$ cat src/rtl/gemv_array_top.sv
// gemv_array_top
//   Matrix-vector multiply engine: O = A * W for an SZ x SZ matrix A and an
//   SZ-element vector W. The engine is a linear array of SZ multiply-accumulate
//   PEs. PE i owns row i of A and walks the columns one per cycle.
//   A and W are latched on the start strobe, so the caller may change them
//   immediately afterwards. The arithmetic is unsigned. Each product is
//   truncated to DW bits and the accumulation wraps modulo 2^DW.
//
// Ports
//   clk      rising-edge clock
//   rst_n    asynchronous active-low reset
//   en_i     start strobe, honoured only in IDLE
//   A        matrix operand, row-major: A[i*SZ+j] is row i, column j
//   W        vector operand, W[j]
//   O        result vector; holds the last result until the next DONE or reset
//   valid_o  one-cycle pulse marking a fresh O
//
// State  | meaning
// IDLE   | waiting for en_i; operands are latched on the start edge
// RUN    | one column k per cycle; every PE accumulates A[i][k]*W[k]
// DONE   | accumulators are copied to O and valid_o pulses

module gemv_array_top #(
   parameter int DW = 16,
   parameter int SZ = 3
) (
   input  logic          clk,
   input  logic          rst_n,
   input  logic          en_i,
   input  logic [DW-1:0] A [SZ*SZ],
   input  logic [DW-1:0] W [SZ],
   output logic [DW-1:0] O [SZ],
   output logic          valid_o
);

   localparam int KW = (SZ > 1) ? $clog2(SZ) : 1;
   localparam logic [KW-1:0] K_LAST = KW'(SZ - 1);

   typedef enum logic [1:0] {IDLE, RUN, DONE} state_t;

   state_t        state;
   logic [KW-1:0] k;
   logic          start;

   logic [DW-1:0] a_r [SZ*SZ];
   logic [DW-1:0] w_r [SZ];

   assign start = (state == IDLE) && en_i;

   always_ff @(posedge clk or negedge rst_n) begin
      if (!rst_n) begin
         state   <= IDLE;
         k       <= '0;
         valid_o <= 1'b0;
      end else begin
         valid_o <= 1'b0;
         case (state)
            IDLE: begin
               if (en_i) begin
                  state <= RUN;
                  k     <= '0;
               end
            end
            RUN: begin
               if (k == K_LAST) begin
                  state <= DONE;
                  k     <= '0;
               end else begin
                  k <= k + KW'(1);
               end
            end
            DONE: begin
               valid_o <= 1'b1;
               state   <= IDLE;
            end
            default: begin
               state <= IDLE;
               k     <= '0;
            end
         endcase
      end
   end

   // The operand copies carry no reset. Every computation reloads them first.
   always_ff @(posedge clk) begin
      if (start) begin
         a_r <= A;
         w_r <= W;
      end
   end

   for (genvar i = 0; i < SZ; i++) begin : g_pe
      logic [DW-1:0] row [SZ];
      logic [DW-1:0] prod;
      logic [DW-1:0] acc;
      logic [DW-1:0] o_q;

      for (genvar j = 0; j < SZ; j++) begin : g_row
         assign row[j] = a_r[i*SZ + j];
      end

      // A DW-wide context keeps only the low DW bits of the product.
      assign prod = row[k] * w_r[k];

      always_ff @(posedge clk or negedge rst_n) begin
         if (!rst_n) begin
            acc <= '0;
            o_q <= '0;
         end else begin
            if (start) begin
               acc <= '0;
            end else if (state == RUN) begin
               acc <= acc + prod;
            end
            if (state == DONE) begin
               o_q <= acc;
            end
         end
      end

      assign O[i] = o_q;
   end

endmodule

$ cat config.mk
export PLATFORM = sky130hd
export DESIGN_NAME = gemv_array_top
export DESIGN_NICKNAME = d
export VERILOG_FILES = /design/src/rtl/gemv_array_top.sv
export SDC_FILE = /design/constraint.sdc
export NUM_CORES = 1
export LEC_CHECK = 0
export CORE_ASPECT_RATIO = 0.9
export CORE_MARGIN = 2
export CORE_UTILIZATION = 59
export DETAILED_ROUTE_END_ITERATION = 10
export GPL_TIMING_DRIVEN = 0
export PLACE_DENSITY = 0.91
export RECOVER_POWER = 25
export SLEW_MARGIN = 20
export SYNTH_ARGS = -nofsm -noshare
export SYNTH_HDL_FRONTEND = slang
export SYNTH_SLANG_ARGS = --single-unit
$ cat constraint.sdc
create_clock -name clk -period 20.1 [get_ports clk]
set_input_delay 6.03 -clock clk [delete_from_list [all_inputs] [get_ports clk]]
set_output_delay 6.03 -clock clk [all_outputs]
set_load 0.03 [all_outputs]
==> results of run 1 <==
## per-layer routing
| metal | track usage | wire length [um] | vias to the layer above |
|---|---|---|---|
| met5 | 0 | 23 | - |
| met4 | 0.136 | 3440 | 4 |
| met3 | 0.0864 | 8220 | 271 |
| met2 | 0.561 | 33100 | 1205 |
| met1 | 0.452 | 26900 | 8813 |
| li1 | - | - | 7741 |
## stage by stage
| stage | setup WS (ps) | instances | hold slack [ps] | utilization |
|---|---|---|---|---|
| global placement | 3350 | 3080 | 461 | 0.672 |
| floorplan | 6180 | 2297 | 450 | - |
| global route | 8760 | 3146 | 500 | 0.699 |
| CTS | 11590 | 3146 | 484 | 0.700 |
| detailed placement | 11560 | 3094 | 470 | 0.677 |
| finish | 9740 | 3147 | 480 | 0.699 |
## final cells by class
cell class                      instances  share of cell area
Clock inverter                         19             0.00736
Tap cell                              540              0.0239
Buffer                                 81              0.0157
Antenna cell                            1           0.0000886
Clock buffer                           33              0.0258
Multi-Input combinational cell       1441               0.477
Timing Repair Buffer                  257              0.0918
Sequential cell                       293               0.294
Inverter                              482              0.0641
## synth_stat cells (all sizes together)
cell | count | area, um2
a21o | 25 | 188
a21oi | 69 | 345
a22o | 22 | 193
a31oi | 3 | 18.8
and2 | 20 | 125
buf | 35 | 270
clkbuf | 46 | 173
dfrtp | 101 | 2530
edfxtp | 192 | 5770
fa | 282 | 5650
ha | 156 | 1950
inv | 482 | 1810
mux2 | 13 | 146
mux2i | 64 | 641
nand2 | 315 | 1180
nand2b | 4 | 25.0
nand3 | 9 | 45.0
nor2 | 195 | 732
nor2b | 2 | 20.0
nor3b | 1 | 7.51
o21ai | 76 | 380
o21bai | 3 | 22.5
o22a | 1 | 8.76
o22ai | 1 | 6.26
o2bb2ai | 54 | 623
o31ai | 3 | 22.5
xnor2 | 94 | 831
xnor3 | 3 | 67.6
xor2 | 26 | 228
## worst reg2reg max path, stage by stage (launching register included)
cell and delay [ps]:
dfrtp_1 330, buf_4 130, buf_2 270, buf_1 450, clkbuf_1 510, nor2_1 120, a21oi_1 960, clkbuf_1 750
nor2_1 180, fa_1 570, inv_1 50, fa_1 390, fa_1 540, inv_1 50, fa_1 530, inv_1 50
fa_1 460, fa_1 430, xnor2_1 220, xnor2_1 120, xnor2_1 230, xnor2_1 170, xnor2_1 140, xnor3_1 530
xnor2_1 180, a22o_1 190
## state kept, by name (all words and copies together), names as in the netlist
| name | flops |
|---|---|
| state | 2 |
| a_r | 144 |
| k | 2 |
| w_r | 48 |
| valid_o | 1 |
| g_pe.acc | 48 |
| g_pe.o_q | 48 |
## final timing paths
path | startpoint | end | slack, ps | depth (start not counted)
max | rst_n | g_pe[2].acc[13]$_DFFE_PN0P_ | 9740 | 2
min | g_pe[0].o_q[5]$_DFFE_PN0P_ | g_pe[0].o_q[5]$_DFFE_PN0P_ | 480 | 2
min in group asynchronous | rst_n | g_pe[1].acc[10]$_DFFE_PN0P_ | 5610 | 1
min reg2reg | g_pe[0].o_q[5]$_DFFE_PN0P_ | g_pe[0].o_q[5]$_DFFE_PN0P_ | 480 | 2
max reg2reg | k[1]$_DFFE_PN0P_ | g_pe[0].acc[15]$_DFFE_PN0P_ | 11420 | 25
max in group clk | k[1]$_DFFE_PN0P_ | g_pe[0].acc[15]$_DFFE_PN0P_ | 11420 | 25
## logic make-up after synthesis
family / Yosys count / share of synthesized area
multiplexers: 77 / 0.0328
buffers and inverters: 563 / 0.0938
flip-flops: 293 / 0.345
AO/OA/AOI/OAI: 257 / 0.0753
adder cells (fa/ha/maj): 438 / 0.317
XOR/XNOR: 123 / 0.0469
AND/OR/NAND/NOR: 546 / 0.0891
==> results by group, run 1 <==
Run status
  – Status: complete, but fails checks
  – Failing checks: DRC, capacitance limit, slew limit

Global route
  – Initial antenna violation count: 3
  – GR Overflow Total: 0
  – Largest net degree at the start of global routing: 84
  – First-pass GRT wire length: 110000 um
  – Vias in the first global route: 19200
  – Total Routing Usage GR: 0.347

Logic synthesis
  – Mean area per synthesized cell: 10.4 um2
  – Synth unique cells: 40
  – Post-Syn Area: 0.0240 mm2
  – Register area share after synthesis: 0.345
  – Mapped Nets: 2930
  – Mapped Cells: 2297
  – Syn. warnings: 0
  – FF+latch count, synth: 293

CTS
  – CTS HTree Levels: 1
  – Worst-path clk slew: 60 ps
  – Post-cts hold buffer count: 0
  – Post-CTS sizing: 0
  – CTS tree: done
  – CTS root buf: clkbuf_16
  – Cts bufs inserted: 28
  – Number of post-CTS setup repair buffers: 0
  – Clk buf depth: 3
  – Clk sinks: 293
  – Worst skew pair latency: 580 ps

Die
  – Core ar.: 0.0404 mm2
  – Die ar.: 0.0423 mm2
  – I/O pins: 244
  – Die width: 217 um
  – Initial Util: 0.594
  – Die H: 195 um
  – Cell Rows: 70

Final layout
  – Register area: 0.00829 mm2
  – Final net count: 3217
  – Most frequent cells in the layout: inv_1 (482), nand2_1 (314), fa_1 (282)
  – Multi-input gate area: 0.0135 mm2
  – Design area: 0.0282 mm2
  – Most common cell after layout, fill and taps aside: inv_1
  – Area grow syn2layout: 17.6%
  – Share of cells above drive strength 1: 0.0480
  – Fillers: 2752

Critical path
  – Critical path startpoint category: input port
  – WP data required: 19730 ps
  – Cell family with most CP delay: buffers and inverters
  – CP Max Fanout: 83
  – Slowest stage delay, CP: 3160 ps
  – Worst path slowest cell: clkbuf_1
  – Buf/Inv on CP: 2
  – Most frequent CP cell: clkbuf_1
  – Arr. time, crit path: 9990 ps
  – Worst setup EP type: asynchronous set/reset pin
  – Crit path cell chain: clkbuf_1 -> clkbuf_1
  – Critical path class: in -> async

Placed design
  – DP HPWL: 57000 um
  – PortBufs: 243
  – Placer Congestion: 0.950
  – Dpl cell area: 0.0273 mm2

STA
  – Final hold vios: 0
  – Normalized max-slew margin: -1.96
  – Worst Tran Pin Value: 4450 ps
  – Clock skew: 28.8 ps
  – Tcrit/Tclk final: 0.516
  – Final Max Tran Viols: 84
  – RSZ-0062 raised after global routing: no
  – Post-route minimum period: 10360 ps
  – FMAX: 96.5 MHz
  – Setup TNS: 0 ps
  – Final setup fails: 0

Detailed routing
  – Vias: 18000
  – WL per Instance: 22.8 um
  – DR pass1 iterations: 10
  – Residual DRC: 2
  – Antenna Violating Nets Remaining: 0
  – Vias per cell: 5.73
  – Drt total wl: 71600 um
  – Initial detailed-routing violation count: 1984

Min path
  – Min-delay worst type: reg -> reg

Run
  – Maxcap violations: 1
Power of run 1 is not shown: default switching activity piles up to over one toggle a cycle in this logic, so the estimate is an artifact.
==> inputs of run 2 (changes only) <==
==> constraint.sdc (replaced) <==
create_clock -name clk -period 10.6 [get_ports clk]
set_input_delay 3.18 -clock clk [delete_from_list [all_inputs] [get_ports clk]]
set_output_delay 3.18 -clock clk [all_outputs]
set_load 0.03 [all_outputs]
==> run 2 against run 1 <==
  * The flow finishes with violations (capacitance limit, slew limit)
  * First-iteration DRC count increased by 8.1%
  * Non-clock buffer count unchanged
  * Flip-flop and latch count unchanged
  * Critical path depth increased by 23
  * Hold slack improved by 0.75 ps
  * Worst setup slack got worse by 7700 ps
  * Global-route usage increased by 0.21 points
  * Cell area increased by 0.29%
  * Die area unchanged
  * Routed wire length increased by 0.16%
  * Clock skew decreased by 16 ps
==> results by group, run 2 (synthesis gave the netlist of run 1 again) <==
Run status
  – Status: complete, but fails checks
  – Failing checks: capacitance limit, slew limit

Detailed routing
  – Antenna Violating Nets Remaining: 0 (unchanged)
  – DR pass1 iterations: 8 (-2)
  – Vias: 18300 (+1.3%)
  – Residual DRC: 0 (-2)
  – Drt total wl: 71800 um (+0.16%)
  – Initial detailed-routing violation count: 2145 (+8.1%)
  – WL per Instance: 22.8 um (+0.16%)
  – Vias per cell: 5.80 (+1.3%)

Global route
  – Busiest layer in global routing: met2
  – Largest net degree at the start of global routing: 85 (+1.2%)
  – GRT met2 Usage: 0.557 (-0.00475)
  – GR Overflow Total: 0 (unchanged)
  – Vias in the first global route: 19100 (-0.39%)
  – Initial antenna violation count: 2 (-1)
  – First-pass GRT wire length: 110000 um (+0.54%)
  – Total Routing Usage GR: 0.349 (+0.00212)
  – Met3 GRT Util: 0.0861 (-0.000312)
  – M1 GR Usage: 0.461 (+0.00922)

CTS
  – CTS HTree Levels: 1 (unchanged)
  – Clk buf depth: 3 (unchanged)
  – Cts bufs inserted: 29 (+3.6%)
  – Post-CTS sizing: 0 (unchanged)
  – Post-cts hold buffer count: 0 (unchanged)
  – Worst-path clk slew: 60 ps (about the same)
  – CTS root buf: clkbuf_16
  – Worst skew pair latency: 590 ps (about the same)
  – Number of post-CTS setup repair buffers: 0 (unchanged)
  – Clk sinks: 293 (unchanged)
  – CTS tree: done

Die
  – Cell Rows: 70 (unchanged)
  – Die width: 217 um (unchanged)
  – Initial Util: 0.594 (unchanged)
  – Core ar.: 0.0404 mm2 (unchanged)
  – Die H: 195 um (unchanged)
  – Die ar.: 0.0423 mm2 (unchanged)
  – I/O pins: 244 (unchanged)

Critical path
  – Arr. time, crit path: 9060 ps (-930 ps)
  – Cell family with most CP delay: adder cells
  – Critical path class: reg -> reg
  – Buf/Inv on CP: 8 (+6)
  – Slowest stage delay, CP: 910 ps (-2250 ps)
  – Critical path startpoint category: flip-flop
  – CP Max Fanout: 10 (-88%)
  – WP data required: 11080 ps (-8650 ps)
  – Worst path slowest cell: a21oi_1
  – Worst setup EP type: flip-flop

STA
  – Final hold vios: 0 (unchanged)
  – Setup TNS: 0 ps (unchanged)
  – Final Max Tran Viols: 85 (+1.2%)
  – Post-route minimum period: 8580 ps
  – Clock skew: 13.2 ps (-15.5 ps)
  – FMAX: 117 MHz
  – Tcrit/Tclk final: 0.810
  – Final setup fails: 0 (unchanged)
  – Worst Tran Pin Value: 4230 ps (-220 ps)
  – RSZ-0062 raised after global routing: no
  – Setup ws final: 2020 ps (-7720 ps)
  – Normalized max-slew margin: -1.82 (+0.146)

Final layout
  – Most frequent cells in the layout: inv_1 (482), nand2_1 (314), fa_1 (282)
  – Share of cells above drive strength 1: 0.0476 (-0.000384)
  – Core Util, Final: 0.701 (+0.00205)
  – Largest register FFs: 144 (unchanged)
  – Fillers: 2749 (-0.11%)
  – Area grow syn2layout: 17.9%
  – Most flops, register: a_r
  – Final net count: 3218 (+0.031%)
  – Most common cell after layout, fill and taps aside: inv_1

Placed design
  – Dpl ws: 2350 ps (-9210 ps)
  – PortBufs: 243 (unchanged)
  – Placer Congestion: 0.986 (+3.7%)
  – DP HPWL: 57000 um (about the same)

Run
  – Maxcap violations: 1 (unchanged)

Min path
  – Min-delay worst type: reg -> reg
==> run 2: path summary, 6_finish.rpt <==
check	from	endpoint	slack (ps)	cells past startpoint
max in group asynchronous	rst_n	g_pe[2].o_q[14]$_DFFE_PN0P_	3090	2
setup reg to reg	k[1]$_DFFE_PN0P_	g_pe[2].acc[15]$_DFFE_PN0P_	2020	25
setup / recovery	k[1]$_DFFE_PN0P_	g_pe[2].acc[15]$_DFFE_PN0P_	2020	25
hold / removal	g_pe[1].o_q[11]$_DFFE_PN0P_	g_pe[1].o_q[11]$_DFFE_PN0P_	480	2
hold reg to reg	g_pe[1].o_q[11]$_DFFE_PN0P_	g_pe[1].o_q[11]$_DFFE_PN0P_	480	2
min in group asynchronous	rst_n	g_pe[1].o_q[8]$_DFFE_PN0P_	2860	1
==> run 2: layout make-up <==
| type | count | area, um2 | share of cell area |
|---|---|---|---|
| diodes | 1 | 2.50 | 0.0000884 |
| plain buffers | 81 | 443 | 0.0156 |
| clock buffers | 33 | 772 | 0.0273 |
| clock inverters | 19 | 240 | 0.00849 |
| inverters | 482 | 1810 | 0.0639 |
| multi-input cells | 1441 | 13500 | 0.476 |
| flip-flops and latches | 293 | 8290 | 0.293 |
| well taps | 540 | 676 | 0.0239 |
| repair buffers | 257 | 2600 | 0.0918 |
==> run 2: metal layers <==
layer / vias up / part of all wire / routed length (um)
li1: 7753 / - / -
met1: 8959 / 0.37 / 26700
met2: 1302 / 0.46 / 33200
met3: 243 / 0.12 / 8540
met4: 4 / 0.046 / 3290
met5: - / 0.00038 / 27
==> run 2: worst min-delay path, cell delays in order, from the launching register on <==
cell and delay, ps:
dfrtp_1 340, nand2_1 50, o21ai_0 60
==> run 2: per-stage QoR <==
stage / area, um2 / hold WS, ps / cells
4_1_cts: 28300 / 484 / 3146
3_3_place_gp: 27100 / 461 / 3080
6_report: 28300 / 480 / 3147
5_1_grt: 28300 / 503 / 3146
3_5_place_dp: 27300 / 470 / 3094
2_1_floorplan: 24000 / 450 / 2297
Power of run 2 is left out for the same reason.
==> edit 1 (flow settings as in run 2) <==
The 3 states of `state_t` get a one-hot encoding in 3 bits.
--- a/src/rtl/gemv_array_top.sv
+++ b/src/rtl/gemv_array_top.sv
@@ -36,7 +36,7 @@
    localparam int KW = (SZ > 1) ? $clog2(SZ) : 1;
    localparam logic [KW-1:0] K_LAST = KW'(SZ - 1);
 
-   typedef enum logic [1:0] {IDLE, RUN, DONE} state_t;
+   typedef enum logic [2:0] {IDLE = 3'b001, RUN = 3'b010, DONE = 3'b100} state_t;
 
    state_t        state;
    logic [KW-1:0] k;
Formal check against the unedited RTL: same outputs for any inputs over 4 cycles, from zero or initial values and one cycle with rst_n low; so few cycles prove little.
==> edit 1 against run 2 <==
The flow still finishes with violations (capacitance limit, slew limit); worst setup slack worse by 87 ps; synthesized cell count down 0.26%; global-route usage up 1.5 points; sequential cell count up 1; maximum frequency down 1.0%; worst hold slack better by 25 ps; synthesized area up 0.81%; final area up 0.34%; wire length up 5.3%; critical endpoint is now g_pe[1].acc[15]$_DFFE_PN0P_; largest cell class unchanged; highest routed layer unchanged.
Power is left out: the tool's default activity adds up to more than one toggle a clock period on the data nets, which glitch-free logic cannot reach.
==> edit 1: results (changes against run 2) <==
Outcome
  – Outcome: complete, but fails checks
  – Failing checks: capacitance limit, slew limit

Place
  – Placed cell areas: 27,450 um^2 (+0.46%)
  – DP Wirelength: 59,550 um (+4.5%)
  – IO Port Bufs: 243 (unchanged)
  – RePlAce Congestion: 1.015 (+3.0%)
  – Post-place setup slack: 2274 ps (-72.16 ps)

CTS
  – Cts bufs inserted: 30 (+3.4%)
  – Clk Tree Root Cell: clkbuf_16
  – Bufs on Longest Clock Path: 3 (unchanged)
  – Skew-Pair Late Insertion Delay: about 600 ps
  – H-Tree Level Count: 1 (unchanged)
  – Post_cts resized: 0 (unchanged)
  – Post-CTS Setup Bufs: 0 (unchanged)

GRT
  – Met1 GRT Util: 44.89% (-1.3 points)
  – Global-route wire length before repair: 114,300 um (+3.8%)
  – Number of global-route vias before repair: 19.64k (+2.7%)
  – Met3 GRT Util: 10.14% (+1.5 points)
  – GR Util met2: 59.15% (+3.5 points)
  – Initial antenna violation count: 4 (+2)
  – Largest net degree at the start of global routing: 70 (-18%)
  – GRT Util Overall: 36.38% (+1.5 points)

Logic synthesis
  – Post-synth top cells: inv_1 (480), nand2_1 (300), fa_1 (282), nor2_1 (207), edfxtp_1 (192)
  – Synth top area cells: edfxtp_1 (24%), fa_1 (23%), dfrtp_1 (10%)
  – Yosys Warn Count: 0 (unchanged)
  – Synth Area in Adders: 31.40% (-0.25 points)
  – Syn Nets: 2,924 (-0.20%)
  – Async SR Flop Fraction: 34.69% (+0.22 points)
  – Synth Area in XOR/XNOR: 4.726% (+0.035 points)
  – Synth Area in Compound Gates: 6.371% (-1.2 points)
  – Syn Inst Count: 2,291 (-0.26%)
  – Post-synth EDFFs: 192 (unchanged)
  – Post-synth cell types: 44 (+10%)
  – Mux contribution to synthesized area: 4.969% (+1.7 points)
  – Sequential area share after synthesis: 34.38% (-0.17 points)

Critical path
  – Slowest cell on crit path: clkbuf_1
  – CP max stage delay: 760 ps (-150 ps)
  – Crit path max fanout: 10 (unchanged)
  – Kind of cell adding the most delay to the critical path: adder cells
  – Critical Path AT: 9110 ps (+50 ps)

STA
  – Worst Tran Pin Value: 3750 ps (-477.6 ps)
  – Max Transition Viols Final: 105 (+24%)
  – Worst clock skew: 19.35 ps (+6.129 ps)

Cells and area
  – Final nets: 3,205 (-0.40%)
  – Most flops, register: a_r
  – Share of cells above drive strength 1: 5.971% (+1.2 points)
  – Max reg flops: 144 (unchanged)
  – Filler-free cell count of the finished design: 3,140 (-0.22%)

Hold path
  – Hold Path Class: reg -> reg

Detailed routing
  – Uppermost layer routed: met5
  – Met1 WL: 27,500 um (+3.0%)
  – Met3 WL: 8296 um (-2.9%)
  – TritonRoute pass-1 iters: 6 (-2)
  – DRT iter0 DRCs: 1,819 (-15%)
  – Vias per cell: 5.778 (-0.42%)
  – Met2 wire len: 35,420 um (+6.7%)
  – Drt total wl: 75,550 um (+5.3%)

Flow run
  – Maxcap violations: 2 (+1)
## edit 1: cell types whose count changed in the layout (fill, tap and decap cells not counted), sizes merged, moves of 5 or more
| cell | delta |
|---|---|
| clkbuf | +6 |
| o2bb2ai | -9 |
| nor2 | +12 |
| buf | -8 |
| a22o | -14 |
| xnor2 | -7 |
| o21ai | -37 |
| nand2 | -15 |
| a21o | +6 |
| clkdlybuf4s50 | -67 |
| a21oi | +12 |
| mux2 | +36 |
| dlygate4sd3 | +67 |
| clkinvlp | +5 |
## edit 1: cells by family after synthesis
kind of cell             after synthesis
AND/OR/NAND/NOR                      545
buffers and inverters                560
adder cells (fa/ha/maj)              438
XOR/XNOR                             121
AO/OA/AOI/OAI                        219
multiplexers                         114
flip-flops                           294
## edit 1: final timing paths
check	start	end	slack, ps	cells after the start
min in group asynchronous	rst_n	k[1]$_DFFE_PN0P_	3180	1
min reg2reg	g_pe[0].o_q[15]$_DFFE_PN0P_	g_pe[0].o_q[15]$_DFFE_PN0P_	510	1
min	g_pe[0].o_q[15]$_DFFE_PN0P_	g_pe[0].o_q[15]$_DFFE_PN0P_	510	1
max reg2reg	k[1]$_DFFE_PN0P_	g_pe[1].acc[15]$_DFFE_PN0P_	1930	25
max	k[1]$_DFFE_PN0P_	g_pe[1].acc[15]$_DFFE_PN0P_	1930	25
max in group asynchronous	rst_n	g_pe[1].acc[14]$_DFFE_PN0P_	2950	2
## edit 1: final cells by class
type | instances | area [um^2]
multi-input cells | 1437 | 13650
fillers | 2824 | 12150
flip-flops and latches | 294 | 8319
repair buffers | 249 | 2535
inverters | 480 | 1802
clock buffers | 40 | 822.0
well taps | 540 | 675.6
plain buffers | 80 | 449.2
clock inverters | 16 | 147.6
diodes | 4 | 10.01
==> edit 2 (config.mk and constraints of run 2) <==
Made on the original files. The parameter `SZ` goes from 3 to 2.
--- a/src/rtl/gemv_array_top.sv
+++ b/src/rtl/gemv_array_top.sv
@@ -22,7 +22,7 @@
 
 module gemv_array_top #(
    parameter int DW = 16,
-   parameter int SZ = 3
+   parameter int SZ = 2
 ) (
    input  logic          clk,
    input  logic          rst_n,
Ports: changed (resized A, O and W); port bits go from 244 to 132. No check against the original RTL was run, so the function may have changed too.
==> edit 2 against run 2 <==
The flow still finishes with violations (capacitance limit, slew limit); non-clock buffer count is 161 lower; worst setup slack better by 380 ps; sequential cell count is 129 lower; synthesized area is 38% lower; sequential share of layout area is 2.7 points lower; core utilization is 0.79 points lower; wire length is 41% lower; maximum frequency is 4.6% higher; die area is 37% lower; final area is 39% lower.
Power is left out: the tool's default activity adds up to more than one toggle a clock period on the data nets, which glitch-free logic cannot reach.
==> edit 2: results (changes against run 2) <==
Hold path
  – Hold_sp: g_pe[0].o_q[8]$_DFFE_PN0P_
  – Worst Hold Path EP: g_pe[0].o_q[8]$_DFFE_PN0P_

Logic synthesis
  – Post-synth EDFFs: 96 (-50%)
  – Async SR Flop Fraction: 41.46% (+7.0 points)
  – Post-synth cell types: 50 (+25%)
  – Synth Area in Adders: 34.11% (+2.5 points)
  – Synth Area in Compound Gates: 7.145% (-0.39 points)
  – Sequential area share after synthesis: 30.87% (-3.7 points)

Flow run
  – Maxcap violations: 1 (unchanged)

Place
  – DP Wirelength: 32,630 um (-43%)
  – Placed cells: 1,923 (-38%)
  – IO Port Bufs: 131 (-46%)
  – RePlAce Congestion: 0.9976 (+1.2%)

GRT
  – Initial antenna violation count: 0 (-2)
  – Global-route wire length before repair: 65,370 um (-41%)
  – Largest net degree at the start of global routing: 59 (-31%)

STA
  – Period utilization: 77.36% (-3.6 points)
  – Worst Tran Pin Value: 3058 ps (-1170 ps)
  – Worst clock skew: 16.75 ps (+3.531 ps)
  – Max Transition Viols Final: 59 (-31%)

Critical path
  – Slowest cell on crit path: clkbuf_1
  – Reg2Reg Setup Slack: 2400 ps (+380 ps)
  – CP max stage delay: 660 ps (-250 ps)
  – Reg-to-reg endpoint: g_pe[0].acc[15]$_DFFE_PN0P_

Detailed routing
  – Drt total wl: 42,480 um (-41%)
  – DRT iter0 DRCs: 1,366 (-36%)
  – TritonRoute pass-1 iters: 6 (-2)

Outcome
  – Outcome: complete, but fails checks
  – Failing checks: capacitance limit, slew limit

Cells and area
  – Share of cells above drive strength 1: 5.766% (+1.0 points)

CTS
  – Cts bufs inserted: 17 (-41%)
  – Bufs on Longest Clock Path: 2 (-1)
  – Skew-Pair Late Insertion Delay: 460 ps (-130 ps)
  – CTS clk-pin slew, worst paths: 80 ps (+20 ps)
  – H-Tree Level Count: 4 (+3)
==> edit 2: routing by layer <==
layer | wire (um) | track usage [%] | up-vias
met5 | 0 | 0 | -
met4 | 2672 | 17.64 | 0
met3 | 4783 | 9.903 | 239
met2 | 20170 | 53.65 | 819
met1 | 14850 | 40.67 | 5623
li1 | - | - | 4822
==> edit 2: worst max path at each step <==
stage / depth (start not counted) / slack, ps / end
global route: 27 / 2140 / g_pe[0].acc[15]$_DFFE_PN0P_
CTS: 27 / 2660 / g_pe[0].acc[15]$_DFFE_PN0P_
floorplan: 2 / 2790 / a_r[0]$_DFFE_PP_
finish: 25 / 2400 / g_pe[0].acc[15]$_DFFE_PN0P_
detailed placement: 27 / 2710 / g_pe[0].acc[15]$_DFFE_PN0P_
global placement: 3 / 810 / a_r[56]$_DFFE_PP_
==> edit 2: logic make-up after synthesis <==
family,Yosys count
DFF,164
xor gates and xnor gates,76
muxes,49
adders and majority gates,292
and+or+nand+nor,346
buffers and inverters,363
AOI/OAI and AO/OA,156
==> edit 2: layout make-up <==
type	count	area, um^2
inverters	321	1205
multi-input cells	919	8865
clock buffers	17	425.4
plain buffers	42	206.4
fillers	1705	7641
repair buffers	135	1376
clock inverters	15	177.7
diodes	1	2.502
well taps	342	427.9
flip-flops and latches	164	4584
==> edit 2: metrics by stage <==
step	setup slack, ps	area, um^2	hold WS (ps)
after floorplan	2788	14850	449.8
after global placement	805.1	16590	463.1
after detailed placement	2715	16690	470.1
after CTS	2662	17290	489.4
after global routing	2144	17270	518.7
final	2399	17270	484.6
==> edit 2: worst min-delay path: stages (launching register included) <==
cell     delay (ps)
dfrtp_1         350
nand2_1          50
o21ai_0          60
